<file path="config.mk">
export PLATFORM = sky130hd
export DESIGN_NAME = quiz_arbiter
export DESIGN_NICKNAME = d
export VERILOG_FILES = /design/src/rtl/quiz_arbiter.sv
export SDC_FILE = /design/constraint.sdc
export NUM_CORES = 1
export LEC_CHECK = 0
export ABC_AREA = 1
export CORE_UTILIZATION = 60
export DETAILED_ROUTE_END_ITERATION = 16
export MAX_ROUTING_LAYER = met4
export PLACE_DENSITY_LB_ADDON = 0.3
export SYNTH_ARGS = -nofsm -noshare
export SYNTH_HDL_FRONTEND = slang
export SYNTH_SLANG_ARGS = --single-unit
</file>
<file path="constraint.sdc">
create_clock -name i_clk -period 4 [get_ports i_clk]
set_input_delay 1 -clock i_clk [delete_from_list [all_inputs] [get_ports i_clk]]
set_output_delay 1 -clock i_clk [all_outputs]
set_load 0.005 [all_outputs]
</file>
<file path="src/rtl/quiz_arbiter.sv">
// Three-contestant quiz arbiter: synchronized buttons, countdown answer window, fouls, buzzer.
// Optional macro QUIZ_SCORE_EN adds i_judge and three saturating 4-bit scores on o_score.
module quiz_arbiter #(
   parameter int unsigned TICK_DIV = 50_000_000,
   parameter int unsigned WIN_S    = 9,
   parameter int unsigned BUZ_CYC  = 25_000_000
) (
   input  logic        i_clk,
   input  logic        i_rst_n,
   input  logic        i_ask,
   input  logic [2:0]  i_ans,
   input  logic        i_clr,
   output logic [1:0]  o_winner,
   output logic [3:0]  o_cnt,
   output logic [2:0]  o_foul,
   output logic [2:0]  o_state,
   output logic        o_buz
`ifdef QUIZ_SCORE_EN
   ,
   input  logic        i_judge,
   output logic [11:0] o_score
`endif
);

   localparam int unsigned PreW = (TICK_DIV > 1) ? $clog2(TICK_DIV) : 1;
   localparam int unsigned BuzW = (BUZ_CYC > 0) ? $clog2(BUZ_CYC + 1) : 1;
   localparam logic [PreW-1:0] PreMax = PreW'(TICK_DIV - 1);
   localparam logic [PreW-1:0] PreOne = PreW'(1);
   localparam logic [BuzW-1:0] BuzLoad = BuzW'(BUZ_CYC);
   localparam logic [BuzW-1:0] BuzOne = BuzW'(1);
   localparam logic [3:0] WinLoad = 4'(WIN_S);

   typedef enum logic [2:0] {
      StTimeout = 3'b000,
      StIdle    = 3'b001,
      StArmed   = 3'b010,
      StLocked  = 3'b100
   } state_e;

   state_e          state_q, state_d;
   logic [1:0]      winner_q, winner_d;
   logic [3:0]      cnt_q, cnt_d;
   logic [2:0]      foul_q, foul_d;
   logic [2:0]      excl_q, excl_d;
   logic [PreW-1:0] pre_q, pre_d;
   logic            buz_trig_q, buz_trig_d;
   logic [BuzW-1:0] buz_cnt_q;

   logic [1:0] ask_sync_q, clr_sync_q;
   logic       ask_prev_q, clr_prev_q;
   logic [2:0] ans_sync1_q, ans_sync2_q;
   logic       ask_edge, clr_edge, tick;
   logic [2:0] press, valid;

   always_ff @(posedge i_clk or negedge i_rst_n) begin
      if (!i_rst_n) begin
         // Level buttons reset as if already high, so one held through reset never edges.
         ask_sync_q  <= 2'b11;
         ask_prev_q  <= 1'b1;
         clr_sync_q  <= 2'b11;
         clr_prev_q  <= 1'b1;
         ans_sync1_q <= 3'b111;
         ans_sync2_q <= 3'b111;
      end else begin
         ask_sync_q  <= {ask_sync_q[0], i_ask};
         ask_prev_q  <= ask_sync_q[1];
         clr_sync_q  <= {clr_sync_q[0], i_clr};
         clr_prev_q  <= clr_sync_q[1];
         ans_sync1_q <= i_ans;
         ans_sync2_q <= ans_sync1_q;
      end
   end

   assign ask_edge = ask_sync_q[1] & ~ask_prev_q;
   assign clr_edge = clr_sync_q[1] & ~clr_prev_q;
   assign press    = ~ans_sync2_q;
   assign valid    = press & ~excl_q;
   assign tick     = (pre_q == PreMax);

   always_comb begin
      state_d    = state_q;
      winner_d   = winner_q;
      cnt_d      = cnt_q;
      foul_d     = foul_q;
      excl_d     = excl_q;
      pre_d      = '0;
      buz_trig_d = 1'b0;
      if (clr_edge) begin
         state_d  = StIdle;
         winner_d = 2'd3;
         cnt_d    = 4'd0;
         foul_d   = 3'b000;
         excl_d   = 3'b000;
      end else begin
         unique case (state_q)
            StIdle: begin
               if (ask_edge) begin
                  // Fouls become this round's exclusion mask, then the visible flags clear.
                  state_d = StArmed;
                  cnt_d   = WinLoad;
                  excl_d  = foul_q | press;
                  foul_d  = 3'b000;
               end else begin
                  foul_d     = foul_q | press;
                  buz_trig_d = |(press & ~foul_q);
               end
            end
            StArmed: begin
               pre_d = tick ? '0 : pre_q + PreOne;
               if (valid != 3'b000) begin
                  state_d    = StLocked;
                  buz_trig_d = 1'b1;
                  if (valid[0])      winner_d = 2'd0;
                  else if (valid[1]) winner_d = 2'd1;
                  else               winner_d = 2'd2;
               end else if (tick) begin
                  cnt_d = cnt_q - 4'd1;
                  if (cnt_q == 4'd1) begin
                     state_d    = StTimeout;
                     buz_trig_d = 1'b1;
                  end
               end
            end
            default: ;
         endcase
      end
   end

   always_ff @(posedge i_clk or negedge i_rst_n) begin
      if (!i_rst_n) begin
         state_q  <= StIdle;
         winner_q <= 2'd3;
         cnt_q    <= 4'd0;
         foul_q   <= 3'b000;
         excl_q   <= 3'b000;
         pre_q    <= '0;
      end else begin
         state_q  <= state_d;
         winner_q <= winner_d;
         cnt_q    <= cnt_d;
         foul_q   <= foul_d;
         excl_q   <= excl_d;
         pre_q    <= pre_d;
      end
   end

   // Trigger is registered so the pulse starts the cycle after the triggering state change.
   always_ff @(posedge i_clk or negedge i_rst_n) begin
      if (!i_rst_n) begin
         buz_trig_q <= 1'b0;
         buz_cnt_q  <= '0;
      end else if (clr_edge) begin
         buz_trig_q <= 1'b0;
         buz_cnt_q  <= '0;
      end else begin
         buz_trig_q <= buz_trig_d;
         if (buz_trig_q)             buz_cnt_q <= BuzLoad;
         else if (buz_cnt_q != '0)   buz_cnt_q <= buz_cnt_q - BuzOne;
      end
   end

   assign o_winner = winner_q;
   assign o_cnt    = cnt_q;
   assign o_foul   = foul_q;
   assign o_state  = state_q;
   assign o_buz    = (buz_cnt_q != '0);

`ifdef QUIZ_SCORE_EN
   logic [1:0]      judge_sync_q;
   logic            judge_prev_q, judged_q, judge_edge;
   logic [2:0][3:0] score_q;

   assign judge_edge = judge_sync_q[1] & ~judge_prev_q;

   always_ff @(posedge i_clk or negedge i_rst_n) begin
      if (!i_rst_n) begin
         judge_sync_q <= 2'b11;
         judge_prev_q <= 1'b1;
         judged_q     <= 1'b0;
         score_q      <= '0;
      end else begin
         judge_sync_q <= {judge_sync_q[0], i_judge};
         judge_prev_q <= judge_sync_q[1];
         if (state_q == StIdle) begin
            judged_q <= 1'b0;
         end else if (state_q == StLocked && judge_edge && !judged_q) begin
            judged_q <= 1'b1;
            if (score_q[winner_q] != 4'hF) score_q[winner_q] <= score_q[winner_q] + 4'd1;
         end
      end
   end

   assign o_score = score_q;
`endif

endmodule

</file>
# After elaboration in Yosys (flattened, before gate mapping)
# Cells that the tools add are included.
[word_totals]
ff_bits = 79
mem_bits_rw = 0
memories = 0
inputBits = 7
latch_bits = 0
rom_bits = 0
elab_cells = 83
[classes]
add_sub_neg = 3
order_cmp = 0
bitwise = 10
n_div = 0
n_eq_ne = 9
n_mux = 34
n_mul = 0
reduce_logical = 13
shift = 0
[op_table]
columns = ["cell", "count"]
rows = [
  ["26-bit two-way mux", 3],
  ["25-bit two-way mux", 3],
  ["3-bit two-way mux", 11],
  ["26-bit by 1-bit adder with 26-bit output (second input constant)", 1],
  ["26-bit equality test (second input constant)", 1],
  ["25-bit nonzero test", 1],
  ["25-bit by 1-bit subtractor with 25-bit output (second input constant)", 1],
  ["4-bit two-way mux", 4],
  ["2-bit two-way mux", 5],
  ["3-bit != test (second input constant)", 3],
  ["3-bit inverter", 3],
  ["3-bit nonzero test", 3],
  ["4-bit != test (second input constant)", 2],
  ["4-bit one-hot mux with 2 select lines", 1],
  ["4-bit AND reduction", 2],
  ["2-bit nonzero test", 4],
  ["3-bit bitwise AND", 2],
  ["3-bit one-hot mux with 2 select lines", 1],
  ["1-bit two-way mux", 5],
  ["4-bit by 1-bit equality test with 1-bit output (second input constant)", 1],
  ["2-bit AND reduction", 2],
  ["4-bit by 1-bit subtractor with 4-bit output (second input constant)", 1],
  ["3-bit by 1-bit equality test with 1-bit output (second input constant)", 1],
  ["3-bit by 2-bit equality test with 1-bit output (second input constant)", 1],
  ["other kinds (5)", 7],
]

# Longest topological paths before layout
[depth]
ltp_word = 7
depth_mapped = 11

# Least setup slack after synthesis
# No wires, ideal clock.
[synth_timing]
kind = "flip-flop to output port"
startpoint = "register buz_cnt_q[0]"
endpoint = "output o_buz"
required_ps = 3000
arrival_time_ps = 1057
path_stages_with_launch = 6
n_path_buf = 0
slack_ps = 1943
path_cell_list = "dfrtp_1 inv_1 ha_1 nand2_1 nor3_4 nand3_1"
[synth_via]
elab_chain_len = 1
[synth_lines]
columns = ["element", "line_no", "rtl"]
rows = [
  ["from (decl)", "47", "logic [BuzW-1:0] buz_cnt_q;"],
  ["from (signal assigned)", "157", "if (buz_trig_q) buz_cnt_q <= BuzLoad;"],
  ["from (signal assigned)", "158", "else if (buz_cnt_q != '0) buz_cnt_q <= buz_cnt_q - BuzOne;"],
  ["25-bit nonzero test", "166", "assign o_buz = (buz_cnt_q != '0);"],
  ["to (decl)", "17", "output logic o_buz"],
]
# Every way passes these cells.

# Final worst setup path
# Same ends and word-level chain as after synthesis.

==> run metrics <==
post-synth top area share between 30% and 40%; Clk pin slew, worst setup/hold paths 90 ps; first-pass GRT wire length roughly 16 mm; Die ar. roughly 0.0076 mm^2; Die Wd 87.14 um; global-route usage over all layers between 20 and 30%; post-CTS sizing 0; CTS root buffer clkbuf_8; DRC viols 0; pin count of the biggest net entering global routing 80; Core Rows 30; Pleak approximately 2.2 nW; Hold WC Path Type flop to flop; setup tns final 0 ps; max-cap violation count 0; Fill cells 576; Syn Nets approximately 600; area grow syn2layout 10.73%; Tot Pwr 2.904 mW; Critical Path RT about 3000 ps; Placed Instances 695; Least-Margin Pin Slew 974.5 ps; Post-Layout Cell Count 711; RSZ-0062 raised after global routing no; Clock Tree Buf Depth 2; combinational power share between 40% and 50%; Yosys reg bits 79; sequential power share 39.6%; post-synthesis cell type count 36; # diodes 0; hpwl dp 6.605 mm; Pint approximately 1.7 mW; Post CTS Setup Buffer Count 0; Synth async-reset ratio 100.0%; gr ovfl total 0; Synth top cells by count nand2_1, nor2_1, inv_1; Final Critical Period 3011 ps; Mapped Avg Cell Area between 7 and 8 um^2; switching part of the total 41.57%; Peak VDD IR 0.4468 mV; NetSw 1.207 mW; CTS tree built; initial DRC count 200; CTS Hold Bufs 0; leading area contributor after synthesis dfrtp_1; cell with the most instances after synthesis nand2_1; # port buffers 19; cells after synthesis 584; Critical Path, Cell by Cell inv_1 -> ha_1 -> nand2_1 -> nor3_4 -> nand3_1 -> clkdlybuf4s50_1; Max FO, Critical Path 5; Antenna Violating Nets Remaining 0; First-pass DRT Iterations 5; share of cells above drive strength 1 between 10% and 20%; Largest stage delay, worst path between 400 and 500 ps; fmax about 0.33 GHz; WL/cell 12.97 um; Synth Warn # 0; CP Class flop to output pin; Core Box Area 0.006907 mm^2; Startpoint Class flop; Critical Path AT about 2000 ps; antenna violations before repair 0; GP Congestion 0.9105; clock skew slightly above 9 ps; H-tree levels 3; P per Cell Area 603.0 mW/mm^2; clock share of power 20.1%; initial core utilization roughly 63%; nets 622; Final setup viols 0; worst relative slew slack about a third; CTS Sinks around 80; CTS Buf Count 9; final hold vios 0; routed wire length just over 9 mm; dominant cells by area after synthesis dfrtp_1, nand2_1, nor2_1; Post-synth EDFFs 0; ys flop type dfrtp_1; Vias 3771; area of the mapped netlist 0.004349 mm^2; critical path capture point type output pin; worst-skew pair later-pin latency 360 ps; fin crit share 75.27%; chip height about 87 um; post-synthesis sequential area ratio between 40% and 50%; Vias per Instance 5.304; max-slew violations 0; vias in the first global route around 3600; status finished clean; slowest stage cell, crit path clkdlybuf4s50_1; Ports 20
==> registers in the layout (all words and copies together) (netlist names), 3 cells and up <==
signal / flops
excl_q: 3
o_foul: 3
buz_cnt_q: 25
ans_sync2_q: 3
o_state: 3
ans_sync1_q: 3
o_cnt: 4
pre_q: 26
==> path summary, 6_finish.rpt <==
path / from / end / slack [ps] / depth (start not counted)
worst max-delay path: buz_cnt_q[0] / o_buz / 990 / 6
worst min-delay path: ans_sync1_q[0] / ans_sync2_q[0] / 360 / 0
worst max register to register: clr_sync_q[1] / o_cnt[0] / 1880 / 11
worst min register to register: ans_sync1_q[0] / ans_sync2_q[0] / 360 / 0
max in group asynchronous: i_rst_n / buz_cnt_q[7] / 2590 / 1
min in group asynchronous: i_rst_n / buz_cnt_q[23] / 800 / 1
==> area by class of cell <==
type / instances / area, um^2 / share of cell area [%]
tap: 96 / 120.1 / 2.494
clock buffer: 10 / 148.9 / 3.092
inverter: 89 / 334.1 / 6.937
timing repair buffer: 19 / 187.7 / 3.897
sequential: 79 / 1996 / 41.44
multi-input combinational: 412 / 1981 / 41.13
clock inverter: 6 / 48.80 / 1.013
==> power groups by stage <==
stage	Clock, mW	Combinational [mW]	Sequential (mW)
4_1_cts	0.594	1.16	1.15
2_1_floorplan	0	0.852	1.12
3_3_place_gp	0	1.11	1.15
3_5_place_dp	0	1.14	1.16
5_1_grt	0.630	1.33	1.18
6_report	0.585	1.17	1.15
==> cells by family (layout without fill, tap and decap cells) <==
family                     Yosys count  in the layout  synth area share, %
AOI/OAI and AO/OA                   44             44                5.409
adders and majority gates            5              5                1.438
buffers and inverters               93            124                8.573
DFF                                 79             79                45.89
xor gates and xnor gates            12             12                2.417
and+or+nand+nor                    351            351                36.28
==> metrics by stage <==
step | worst slack, ps | utilization, % | hold slack, ps | instance area (um^2)
2_1_floorplan | 1943 | - | 345.2 | 4349
3_3_place_gp | 1431 | 66.87 | 345.9 | 4618
3_5_place_dp | 1382 | 66.87 | 350.6 | 4618
4_1_cts | 983.0 | 69.73 | 363.9 | 4816
5_1_grt | 864.4 | 69.73 | 367.2 | 4816
6_report | 989.3 | 69.73 | 363.6 | 4816
==> layout by cell type, fill, tap and decap left out, drive strengths merged <==
cell type	count
buf	1
nor3	22
ha	5
and2	2
nand2	150
o21ai	18
or2	2
nand4	5
o22ai	1
a21oi	19
nor2	123
clkinv	6
a22oi	1
o41ai	1
nand3b	5
xnor2	3
o21bai	2
dfstp	15
xor2	9
clkbuf	10
inv	89
a31oi	2
clkdlybuf4s50	18
nand3	42
dfrtp	64
==> per-layer routing <==
layer	up-vias	global-route usage, %	wire length [um]
met2	107	46.60	4582
li1	1869	-	-
met3	20	5.403	450
met1	1775	34.92	4060
met4	0	9.389	131
met5	-	-	0
==> critical path: cells and delay by family, from the launching register on <==
family	cells	cell delay [ps]
AND/OR/NAND/NOR	3	530
buffers and inverters	2	580
adder cells (fa/ha/maj)	1	180
flip-flops	1	370
Power figures use the tool's default switching activity.
==> edit, RTL diff (config.mk and constraints unchanged) <==
Add a define of `QUIZ_SCORE_EN`.
--- a/src/rtl/quiz_arbiter.sv
+++ b/src/rtl/quiz_arbiter.sv
@@ -1,5 +1,7 @@
 // Three-contestant quiz arbiter: synchronized buttons, countdown answer window, fouls, buzzer.
 // Optional macro QUIZ_SCORE_EN adds i_judge and three saturating 4-bit scores on o_score.
+`define QUIZ_SCORE_EN
+
 module quiz_arbiter #(
    parameter int unsigned TICK_DIV = 50_000_000,
    parameter int unsigned WIN_S    = 9,
Ports: changed (added i_judge and o_score); port bits go from 20 to 33. No check against the original RTL was run, so the function may have changed too.
==> edit against the original RTL <==
Synthesized area increased by 18%. Sequential cell count increased by 16. Register-to-register slack improved by 0.04 ns. Setup slack got worse by 0.017 ns. Design area increased by 20%. Wire length increased by 17%. Critical path depth decreased by 1. Non-clock buffer count increased by 15. Sequential power increased by 19%. Power increased by 16%. Largest cell class unchanged. Largest power group is now sequential cells. Highest routed layer unchanged.
==> edit: results (changes against the original RTL) <==
Reg with most FFs=pre_q; Nets=727 (+17%); largest net degree at the start of global routing=36 (-55%); yosys warns=0 (unchanged); Post-Route Skew=0.0134 ns (+0.00404 ns); vias in the first global route=4143 (+14%); CTS buffer count=9 (unchanged); synth cell count leaders=nand2_1, nor2_1, inv_1; async set-reset flop share out of synthesis=100% (unchanged); Reg2Reg Depth=9 (-2); synth top area cells=dfrtp_1, nand2_1, dfstp_2, nor2_1, inv_1; WL/cell=13.1 µm (+0.84%); HPWL Detailed=7.86 mm (+19%); clock buffer depth=2 (unchanged); DR iter-0 viols=341 (+71%); n_diodes=0 (unchanged); global-route wire length before repair=18.2 mm (+14%); IO buf count=32 (+13); # placed instances=807 (+16%); crit-path max FO=20 (+15); Worst Tran Pin Value=0.777 ns (-0.197 ns); Vias=4427 (+17%); Placer Congestion=0.970 (+6.5%); post-synth cell types=37 (+2.8%); Worst-Skew Late Latency=0.36 ns (about the same); worst hold path class=reg -> reg; CP arrival=2.03 ns (+0.02 ns); VDD IR-drop max=337 µV (-24%); worst hold stages=0 (unchanged); status=finished, final reports clean; clk slew on worst S/H paths=0.10 ns; Largest register FFs=26 (unchanged); CTS root buf=clkbuf_8; initial antenna violation count=0 (unchanged); Syn Area/Cell=7.65 µm² (+2.8%); PostCTS Resize Cnt=0 (unchanged); Pre-antenna DRT Iters=6 (+1); layout cells sized above 1=11.4% (+1.3 points); placed inst area=5560 µm² (+20%); DRT Wirelength=10.8 mm (+17%); Pleak=2.65 nW (+18%); Syn Nets=687 (+15%); post-place setup slack=1.37 ns (-0.00790 ns); Post-CTS Setup Repair Bufs=0 (unchanged); sequential-to-total area share from yosys stat=46.6% (+0.71 points); # H-tree levels=3 (unchanged); GRT Util Overall=26.7% (-1.4 points)
==> edit: changes by cell type after synthesis, moves of 3 or more <==
cell,before,now
nand2_1,145,175
dfrtp_1,64,77
nand3_1,39,46
a21oi_1,19,25
nor2_1,110,116
o21ai_0,18,24
nor2_4,5,10
inv_2,2,6
nand4_1,4,8
nor2_2,8,12
dfstp_2,15,18
nand3_2,2,5
nor3_1,18,15
==> edit: power breakdown <==
group,internal [mW],total [mW],leakage (nW),switching (mW)
sequential,1.17,1.37,1.22,0.197
clock,0.303,0.669,0.108,0.366
combinational,0.482,1.33,1.32,0.846
total,1.96,3.37,2.65,1.41
==> edit: final cells by class <==
type                       instances  area, µm²
fill                             689       2490
sequential                        95       2400
multi-input combinational        481       2350
inverter                          92        345
timing repair buffer              34        333
tap                              105        131
clock buffer                       9        124
clock inverter                     7       87.6
==> edit: per-stage QoR <==
| step | hold slack [ns] | total power, mW | util [%] |
|---|---|---|---|
| 6_report | 0.356 | 3.37 | 69.9 |
| 5_1_grt | 0.354 | 3.62 | 69.9 |
| 4_1_cts | 0.358 | 3.37 | 69.9 |
| 3_5_place_dp | 0.347 | 2.69 | 67.3 |
| 3_3_place_gp | 0.346 | 2.64 | 67.3 |
| 2_1_floorplan | 0.345 | 2.30 | - |
==> edit: cells by family after synthesis <==
group           synth area share (%)
fa+ha+maj                       1.46
xor+xnor                        2.04
flops                           46.6
compound gates                  6.41
buf+inv                         7.75
simple gates                    35.7
==> edit: worst max-delay path: stages (launching register included) <==
cell,delay (ns)
dfrtp_1,0.41
nor2_2,0.17
nand2_1,0.13
nor2_4,0.18
nand3_4,0.25
clkdlybuf4s50_1,0.53
==> edit: final timing paths <==
kind | slack [ns] | from | end
worst max register to register | 1.92 | clr_prev_q | buz_cnt_q[7]
worst min register to register | 0.36 | judge_sync_q[0] | judge_sync_q[1]
min in group asynchronous | 0.56 | i_rst_n | pre_q[15]
worst min-delay path | 0.36 | judge_sync_q[0] | judge_sync_q[1]
worst max-delay path | 0.97 | buz_cnt_q[13] | o_buz
max in group asynchronous | 2.61 | i_rst_n | ans_sync2_q[1]
==> edit: per-layer routing <==
layer / track usage (%) / vias to the layer above / share of wire [%]
met5: - / - / 0
met4: 8.59 / 0 / 1.6
met3: 4.03 / 20 / 5.2
met2: 43.5 / 141 / 48
met1: 34.4 / 2077 / 45
li1: - / 2189 / -
